$ cat src/rtl/fft_pkg.sv
// Shared constants and helpers for the fft accelerator family.
// Bin words pack a signed real part in the upper half and a signed
// imaginary part in the lower half of the stream word.
package fft_pkg;

    // Default bins per frame; must match the fft core's SIZE.
    localparam int FFT_SIZE       = 8;

    // Default stream word width and the width of each complex component.
    localparam int FFT_DATA_WIDTH = 32;
    localparam int FFT_HALF_WIDTH = FFT_DATA_WIDTH / 2;

    // Field positions of the real/imaginary parts for the default width.
    localparam int FFT_RE_MSB     = FFT_DATA_WIDTH - 1;
    localparam int FFT_RE_LSB     = FFT_HALF_WIDTH;
    localparam int FFT_IM_MSB     = FFT_HALF_WIDTH - 1;
    localparam int FFT_IM_LSB     = 0;

    // Ceiling log2, usable in parameter defaults (returns 0 for value <= 1).
    function automatic int fft_clog2(input int value);
        int result;
        result = 0;
        for (int i = 0; i < 31; i++) begin
            if ((32'sd1 << i) < value) begin
                result = i + 1;
            end else begin
                result = result;
            end
        end
        return result;
    endfunction

    // Half of a stream word width: the width of one complex component.
    function automatic int fft_half_width(input int data_width);
        return data_width / 2;
    endfunction

endpackage

$ cat src/rtl/fft_mag_sq.sv
// Two-stage signed squarer-adder: S1 holds re^2 and im^2, S2 holds their
// unsigned sum. A side-band index and last tag ride along with each word.
// Every stage advances only when en is high, so the whole pipe freezes
// together under back-pressure.
module fft_mag_sq
    import fft_pkg::*;
#(
    parameter int DATA_WIDTH = FFT_DATA_WIDTH,
    parameter int TAG_WIDTH  = 3
) (
    input  logic                  clk,
    input  logic                  rst,
    input  logic                  en,
    input  logic                  in_valid,
    input  logic [DATA_WIDTH-1:0] in_data,
    input  logic [TAG_WIDTH-1:0]  in_idx,
    input  logic                  in_last,
    output logic                  out_valid,
    output logic [DATA_WIDTH-1:0] out_data,
    output logic [TAG_WIDTH-1:0]  out_idx,
    output logic                  out_last
);

    localparam int HALF = fft_half_width(DATA_WIDTH);

    // Component extraction and squaring (combinational, feeds S1).
    logic signed [HALF-1:0]       re_s;
    logic signed [HALF-1:0]       im_s;
    logic signed [DATA_WIDTH-1:0] re_ext_s;
    logic signed [DATA_WIDTH-1:0] im_ext_s;
    logic signed [DATA_WIDTH-1:0] re_sq_s;
    logic signed [DATA_WIDTH-1:0] im_sq_s;

    // S1 registers.
    logic                  v1_q,     v1_d;
    logic [DATA_WIDTH-1:0] re_sq_q,  re_sq_d;
    logic [DATA_WIDTH-1:0] im_sq_q,  im_sq_d;
    logic [TAG_WIDTH-1:0]  idx1_q,   idx1_d;
    logic                  last1_q,  last1_d;

    // S2 registers (drive the outputs directly).
    logic                  v2_q,     v2_d;
    logic [DATA_WIDTH-1:0] sum_q,    sum_d;
    logic [TAG_WIDTH-1:0]  idx2_q,   idx2_d;
    logic                  last2_q,  last2_d;

    // Split the bin word and square each component at full word width;
    // the largest square, (-2^(HALF-1))^2 = 2^(DATA_WIDTH-2), fits signed.
    always_comb begin
        re_s     = in_data[DATA_WIDTH-1:HALF];
        im_s     = in_data[HALF-1:0];
        re_ext_s = {{HALF{re_s[HALF-1]}}, re_s};
        im_ext_s = {{HALF{im_s[HALF-1]}}, im_s};
        re_sq_s  = re_ext_s * re_ext_s;
        im_sq_s  = im_ext_s * im_ext_s;
    end

    // S1 next state: capture squares and side-band when the pipe advances.
    always_comb begin
        v1_d    = v1_q;
        re_sq_d = re_sq_q;
        im_sq_d = im_sq_q;
        idx1_d  = idx1_q;
        last1_d = last1_q;
        if (en) begin
            v1_d    = in_valid;
            re_sq_d = $unsigned(re_sq_s);
            im_sq_d = $unsigned(im_sq_s);
            idx1_d  = in_idx;
            last1_d = in_last;
        end else begin
            v1_d    = v1_q;
            re_sq_d = re_sq_q;
            im_sq_d = im_sq_q;
            idx1_d  = idx1_q;
            last1_d = last1_q;
        end
    end

    // S2 next state: the sum of two non-negative squares peaks at
    // 2^(DATA_WIDTH-1), so an unsigned DATA_WIDTH-bit add never wraps.
    always_comb begin
        v2_d    = v2_q;
        sum_d   = sum_q;
        idx2_d  = idx2_q;
        last2_d = last2_q;
        if (en) begin
            v2_d    = v1_q;
            sum_d   = re_sq_q + im_sq_q;
            idx2_d  = idx1_q;
            last2_d = last1_q;
        end else begin
            v2_d    = v2_q;
            sum_d   = sum_q;
            idx2_d  = idx2_q;
            last2_d = last2_q;
        end
    end

    // Pipeline registers with synchronous reset clearing valids and outputs.
    always_ff @(posedge clk) begin
        if (rst) begin
            v1_q    <= 1'b0;
            re_sq_q <= {DATA_WIDTH{1'b0}};
            im_sq_q <= {DATA_WIDTH{1'b0}};
            idx1_q  <= {TAG_WIDTH{1'b0}};
            last1_q <= 1'b0;
            v2_q    <= 1'b0;
            sum_q   <= {DATA_WIDTH{1'b0}};
            idx2_q  <= {TAG_WIDTH{1'b0}};
            last2_q <= 1'b0;
        end else begin
            v1_q    <= v1_d;
            re_sq_q <= re_sq_d;
            im_sq_q <= im_sq_d;
            idx1_q  <= idx1_d;
            last1_q <= last1_d;
            v2_q    <= v2_d;
            sum_q   <= sum_d;
            idx2_q  <= idx2_d;
            last2_q <= last2_d;
        end
    end

    assign out_valid = v2_q;
    assign out_data  = sum_q;
    assign out_idx   = idx2_q;
    assign out_last  = last2_q;

endmodule

$ cat src/rtl/fft_mag_peak.sv
// Squared-magnitude and peak-bin stage behind the fft core.
// Consumes complex bins on s00, emits re^2+im^2 per bin on m00, and at
// each frame end pulses peak_valid with the frame's largest bin (lowest
// index wins ties). frame_err latches any tlast/bin-count disagreement.
module fft_mag_peak
    import fft_pkg::*;
#(
    parameter int SIZE       = FFT_SIZE,
    parameter int DATA_WIDTH = FFT_DATA_WIDTH,
    parameter int IDX_WIDTH  = fft_clog2(SIZE)
) (
    input  logic                      s00_axi_aclk,
    input  logic                      s00_axi_areset,
    input  logic [DATA_WIDTH-1:0]     s00_axis_tdata,
    input  logic                      s00_axis_tvalid,
    input  logic                      s00_axis_tlast,
    output logic                      s00_axis_tready,
    output logic [DATA_WIDTH-1:0]     m00_axis_tdata,
    output logic                      m00_axis_tvalid,
    output logic [DATA_WIDTH/8-1:0]   m00_axis_tstrb,
    output logic                      m00_axis_tlast,
    input  logic                      m00_axis_tready,
    output logic                      peak_valid,
    output logic [IDX_WIDTH-1:0]      peak_idx,
    output logic [DATA_WIDTH-1:0]     peak_mag,
    output logic                      frame_err
);

    localparam logic [IDX_WIDTH-1:0] LAST_IDX = IDX_WIDTH'(SIZE - 1);
    localparam logic [IDX_WIDTH-1:0] IDX_ONE  = IDX_WIDTH'(1);

    // Handshake / control.
    logic                  en_s;
    logic                  s_ready_s;
    logic                  in_hs_s;
    logic                  at_end_s;
    logic                  last_tag_s;
    logic                  out_hs_s;

    // Pipeline outputs from the datapath.
    logic                  m_valid_s;
    logic [DATA_WIDTH-1:0] m_data_s;
    logic [IDX_WIDTH-1:0]  m_idx_s;
    logic                  m_last_s;

    // Peak candidate after considering the word on the output port.
    logic                  take_s;
    logic [DATA_WIDTH-1:0] cand_mag_s;
    logic [IDX_WIDTH-1:0]  cand_idx_s;

    // State.
    logic [IDX_WIDTH-1:0]  cnt_q,        cnt_d;
    logic                  frame_err_q,  frame_err_d;
    logic [DATA_WIDTH-1:0] run_mag_q,    run_mag_d;
    logic [IDX_WIDTH-1:0]  run_idx_q,    run_idx_d;
    logic                  peak_valid_q, peak_valid_d;
    logic [IDX_WIDTH-1:0]  peak_idx_q,   peak_idx_d;
    logic [DATA_WIDTH-1:0] peak_mag_q,   peak_mag_d;

    // Global advance: the pipe moves whenever the output slot is empty or
    // being taken; input is refused for the whole reset cycle.
    always_comb begin
        en_s       = !m_valid_s || m00_axis_tready;
        s_ready_s  = en_s && !s00_axi_areset;
        in_hs_s    = s00_axis_tvalid && s_ready_s;
        out_hs_s   = m_valid_s && m00_axis_tready;
        at_end_s   = (cnt_q == LAST_IDX);
        last_tag_s = at_end_s || s00_axis_tlast;
    end

    // Bin counter and sticky frame error: a frame ends on either the count
    // reaching SIZE-1 or an input tlast; disagreement between the two is an error.
    always_comb begin
        cnt_d       = cnt_q;
        frame_err_d = frame_err_q;
        if (in_hs_s) begin
            if (last_tag_s) begin
                cnt_d = {IDX_WIDTH{1'b0}};
            end else begin
                cnt_d = cnt_q + IDX_ONE;
            end
            if (s00_axis_tlast != at_end_s) begin
                frame_err_d = 1'b1;
            end else begin
                frame_err_d = frame_err_q;
            end
        end else begin
            cnt_d       = cnt_q;
            frame_err_d = frame_err_q;
        end
    end

    // Running max candidate: bin 0 always restarts the search, later bins
    // win only when strictly larger so ties keep the earlier index.
    always_comb begin
        take_s = (m_idx_s == {IDX_WIDTH{1'b0}}) || (m_data_s > run_mag_q);
        if (take_s) begin
            cand_mag_s = m_data_s;
            cand_idx_s = m_idx_s;
        end else begin
            cand_mag_s = run_mag_q;
            cand_idx_s = run_idx_q;
        end
    end

    // Peak tracking on the output handshake; the last word publishes the
    // frame's winner and raises a one-cycle peak_valid.
    always_comb begin
        run_mag_d    = run_mag_q;
        run_idx_d    = run_idx_q;
        peak_valid_d = 1'b0;
        peak_idx_d   = peak_idx_q;
        peak_mag_d   = peak_mag_q;
        if (out_hs_s) begin
            run_mag_d = cand_mag_s;
            run_idx_d = cand_idx_s;
            if (m_last_s) begin
                peak_valid_d = 1'b1;
                peak_idx_d   = cand_idx_s;
                peak_mag_d   = cand_mag_s;
            end else begin
                peak_valid_d = 1'b0;
                peak_idx_d   = peak_idx_q;
                peak_mag_d   = peak_mag_q;
            end
        end else begin
            run_mag_d    = run_mag_q;
            run_idx_d    = run_idx_q;
            peak_valid_d = 1'b0;
        end
    end

    // Control and peak registers with synchronous reset.
    always_ff @(posedge s00_axi_aclk) begin
        if (s00_axi_areset) begin
            cnt_q        <= {IDX_WIDTH{1'b0}};
            frame_err_q  <= 1'b0;
            run_mag_q    <= {DATA_WIDTH{1'b0}};
            run_idx_q    <= {IDX_WIDTH{1'b0}};
            peak_valid_q <= 1'b0;
            peak_idx_q   <= {IDX_WIDTH{1'b0}};
            peak_mag_q   <= {DATA_WIDTH{1'b0}};
        end else begin
            cnt_q        <= cnt_d;
            frame_err_q  <= frame_err_d;
            run_mag_q    <= run_mag_d;
            run_idx_q    <= run_idx_d;
            peak_valid_q <= peak_valid_d;
            peak_idx_q   <= peak_idx_d;
            peak_mag_q   <= peak_mag_d;
        end
    end

    fft_mag_sq #(
        .DATA_WIDTH (DATA_WIDTH),
        .TAG_WIDTH  (IDX_WIDTH)
    ) u_mag_sq (
        .clk       (s00_axi_aclk),
        .rst       (s00_axi_areset),
        .en        (en_s),
        .in_valid  (in_hs_s),
        .in_data   (s00_axis_tdata),
        .in_idx    (cnt_q),
        .in_last   (last_tag_s),
        .out_valid (m_valid_s),
        .out_data  (m_data_s),
        .out_idx   (m_idx_s),
        .out_last  (m_last_s)
    );

    assign s00_axis_tready = s_ready_s;
    assign m00_axis_tvalid = m_valid_s;
    assign m00_axis_tdata  = m_data_s;
    assign m00_axis_tlast  = m_last_s;
    assign m00_axis_tstrb  = {(DATA_WIDTH/8){1'b1}};
    assign peak_valid      = peak_valid_q;
    assign peak_idx        = peak_idx_q;
    assign peak_mag        = peak_mag_q;
    assign frame_err       = frame_err_q;

endmodule

$ cat config.mk
export PLATFORM = sky130hd
export DESIGN_NAME = fft_mag_peak
export DESIGN_NICKNAME = d
export VERILOG_FILES = /design/src/rtl/fft_pkg.sv /design/src/rtl/fft_mag_sq.sv /design/src/rtl/fft_mag_peak.sv
export SDC_FILE = /design/constraint.sdc
export NUM_CORES = 2
export LEC_CHECK = 0
export BUFFER_PORTS_ARGS = -buffer_cell sky130_fd_sc_hd__buf_2
export CORE_UTILIZATION = 45
export DETAILED_ROUTE_END_ITERATION = 16
export PLACE_DENSITY = 0.7
export SKIP_CTS_REPAIR_TIMING = 1
export SLEW_MARGIN = 20
export SYNTH_ARGS = -nofsm -noshare
export SYNTH_HDL_FRONTEND = slang
export SYNTH_HIERARCHICAL = 1
export SYNTH_SLANG_ARGS = --single-unit
$ cat constraint.sdc
create_clock -name s00_axi_aclk -period 16.64 [get_ports s00_axi_aclk]
set_clock_uncertainty 0.1 [all_clocks]
set_input_delay 0.832 -clock s00_axi_aclk [delete_from_list [all_inputs] [get_ports s00_axi_aclk]]
set_output_delay 0.832 -clock s00_axi_aclk [all_outputs]
set_load 0.05 [all_outputs]
==> impl_metrics.yaml <==
outcome:
  outcome: "completed"
cts:
  insertion_delay_ns: 0.44
  cts_tree: "yes"
  path_clk_slew_ns: 0.07
  clk_path_buf_depth: 2
  root_buffer: "clkbuf_16"
  cts.sinks: 179
  cts_made_buffers: 17
  h-tree-depth: 4
global_route:
  grt_max_degree: 75
  grt_pass1_wl_mm: 97.6
  track_usage_pct: 19.9
  grt_pass1_vias: 19807
  grt.overflow.total: 0
  antenna_found_initial: 0
routing:
  drt_iter0_drc: 984
  wire_per_inst_um: 15.3
  drc: 0
  via_per_inst: 5.15
  totalWireLength_mm: 58.0
  routed-via-count: 19522
  drt_first_pass_iters: 5
  ant_nets: 0
critical_path:
  start_kind: "input port"
  critPathMaxFanout: 17
  worst-path-buf-inv: 2
  crit_chain: "buf_2 -> inv_1 -> nor2_1 -> fa_1 -> fa_1 -> fa_1 -> fa_1 -> fa_1 -> fa_1 -> ha_1 -> a21o_1 -> a21o_1 -> a21oi_1 -> nand3_1 -> o2bb2ai_1 -> o21ai_0 -> a311oi_1 -> or3_1 -> o311ai_0"
  worstPathArrival_ns: 7.23
  slowest_stage: "fa_1"
  worstSetupEndpointType: "flop"
  crit_required_ns: 16.82
  max_stage_delay_ns: 0.84
  worst-setup-path-type: "input port to flop"
  critPathTopFamily: "adder cells"
  cpMostUsedCell: "fa_1"
synth:
  ys_warn_count: 6
  yosysSeqAreaShare_pct: 13.4
  avgSynthCellArea_um2: 8.96
  synth_edf_count: 0
  synth_ff_type: "dfxtp_1"
  synth.distinct_cells: 77
  ys_seq_elements: 179
  synth_area_um2: 26800
  synth_async_sr_flop_share_pct: 0
  syn_inst: 2985
floorplanning:
  row_count: 89
  die_h_um: 246
  die_w_um: 246
  dieArea_um2: 60400
  num_io_pins: 113
  core_um2: 58900
  start_util_pct: 45.4
final_layout:
  finalCoreUtilization_pct: 48.3
  drive_above_1_share_pct: 6.29
  area_growth_pct: 6.31
  diodes: 0
  nNetsFinal: 3758
  stdcell_count: 3794
placed_design:
  numPortBuffers: 108
  pre_cts_ws_ns: 9.16
  placedCellCount: 3762
  routabilityCongestion: 0.893
  dp_hpwl_mm: 46.7
sta:
  rsz0062_at_grt: "false"
  fin_ws_ns: 9.59
  tns_ns: 0
  hold_viol_final: 0
  worstMarginPinSlew_ns: 0.993
  period_share_pct: 42.4
  period_needed_ns: 7.05
  fmax_mhz: 142
  setup_violations: 0
  slew_violations: 0
  max_slew_margin_pct: 33.8
run:
  cap_violations: 0
min_path:
  holdCritPathClass: "flop to flop"
[worst paths after layout]
kind	from	end	slack, ns	cells past startpoint
worst max-delay path	s00_axis_tdata[31]	u_mag_sq/re_sq_q[31]	9.59	19
worst min-delay path	frame_err	frame_err	0.37	2
worst max register to register	u_mag_sq/out_data[30]	run_mag_q[15]	13.27	8
worst min register to register	frame_err	frame_err	0.37	2
[sequential cells by signal, indices dropped and copies added (netlist names)]
signal / cells
u_mag_sq/out_data: 32
u_mag_sq/re_sq_q: 31
u_mag_sq/out_idx: 3
u_mag_sq/im_sq_q: 31
u_mag_sq/out_valid: 1
run_mag_q: 32
u_mag_sq/last1_q: 1
u_mag_sq/v1_q: 1
peak_idx: 3
peak_valid: 1
frame_err: 1
peak_mag: 32
u_mag_sq/out_last: 1
run_idx_q: 3
u_mag_sq/idx1_q: 3
cnt_q: 3
[cells in the final DEF (no fill, tap or decap), types with 6 or more instances in the layout]
cell       instances
inv_1            691
fa_1             468
nand2_1          263
ha_1             245
nor2_1           180
dfxtp_1          179
buf_2            107
o21ai_0           93
mux2i_1           93
a21oi_1           89
and2_1            71
xnor2_1           66
nand3_1           63
a21o_1            46
a31oi_1           41
xor2_1            35
nor3_1            21
a211oi_1          20
clkbuf_16         17
a31o_2            15
nand4_1           14
nand2b_1          14
and3_1            13
o21bai_1          13
o21a_1            10
buf_4             10
nor2b_1            9
o211ai_1           9
o22ai_1            9
or2_2              7
inv_6              7
nor4_1             6
o31ai_1            6
[tightest hold or removal path: cells and delay by family (launching register included)]
kind	cells	cell delay, ns
AOI/OAI and AO/OA	1	0.04
DFF	1	0.33
and+or+nand+nor	1	0.07
[routing by layer]
metal | track usage (%) | routed length (um) | vias to the layer above
met1 | 26.3 | 26000 | 9748
met3 | 1.87 | 2050 | 54
li1 | - | - | 9345
met4 | 3.64 | 745 | 0
met5 | 0 | 0 | -
met2 | 35.3 | 29200 | 375
[cell usage after synthesis (3+ instances only)]
cell type / n / area share, %
a211oi_1: 20 / 0.56
dfxtp_1: 179 / 13
mux2i_1: 93 / 3.5
o21bai_1: 13 / 0.36
a211o_1: 3 / 0.098
xnor2_1: 66 / 2.2
and3_1: 14 / 0.33
a21boi_0: 4 / 0.11
a311o_1: 4 / 0.15
nand2b_1: 15 / 0.35
buf_8: 3 / 0.17
and2_1: 71 / 1.7
o21ai_0: 93 / 1.7
nor3_1: 21 / 0.39
o22ai_1: 9 / 0.21
o31ai_1: 6 / 0.17
nand2_1: 263 / 3.7
nor4b_1: 3 / 0.098
a31oi_1: 41 / 0.96
a21o_1: 46 / 1.3
nor2_1: 180 / 2.5
nor4_1: 6 / 0.14
nor2b_1: 9 / 0.21
o21ai_1: 4 / 0.075
nand4_1: 14 / 0.33
inv_1: 693 / 9.7
buf_4: 8 / 0.22
xor2_1: 35 / 1.1
or2_2: 7 / 0.16
nand3_1: 63 / 1.2
ha_1: 245 / 11
a21oi_1: 89 / 1.7
buf_1: 13 / 0.18
a31o_2: 15 / 0.49
clkbuf_1: 89 / 1.2
o211ai_1: 9 / 0.25
nor3b_1: 4 / 0.11
o21a_1: 10 / 0.28
nand4b_1: 3 / 0.098
or3_1: 4 / 0.094
o311ai_0: 4 / 0.13
fa_1: 468 / 35
[kinds of logic (layout without fill, tap and decap cells)]
logic type | Yosys count | count (layout) | synth area share (%)
muxes | 95 | 95 | 3.56
other | 1 | 4 | 0.0140
and+or+nand+nor | 684 | 684 | 11.7
xor gates and xnor gates | 101 | 101 | 3.31
DFF | 179 | 179 | 13.4
buffers and inverters | 811 | 844 | 11.6
adders and majority gates | 713 | 713 | 46.5
AOI/OAI and AO/OA | 401 | 401 | 9.95
[layout make-up]
cell class	count	area, um^2
Clock buffer	18	429
Clock inverter	14	165
Fill cell	5559	30500
Inverter	695	2610
Multi-Input combinational cell	1998	20100
Sequential cell	179	3580
Tap cell	773	967
Timing Repair Buffer	117	611
[per-stage QoR]
| step | hold WS (ns) | instance area (um^2) |
|---|---|---|
| finish | 0.369 | 28400 |
| floorplan | 0.335 | 26800 |
| detailed placement | 0.356 | 27800 |
| global route | 0.390 | 28400 |
| CTS | 0.369 | 28400 |
| global placement | 0.346 | 27800 |
Power is not shown: default switching activity piles up to over one toggle a cycle in this logic, so the estimate is an artifact.
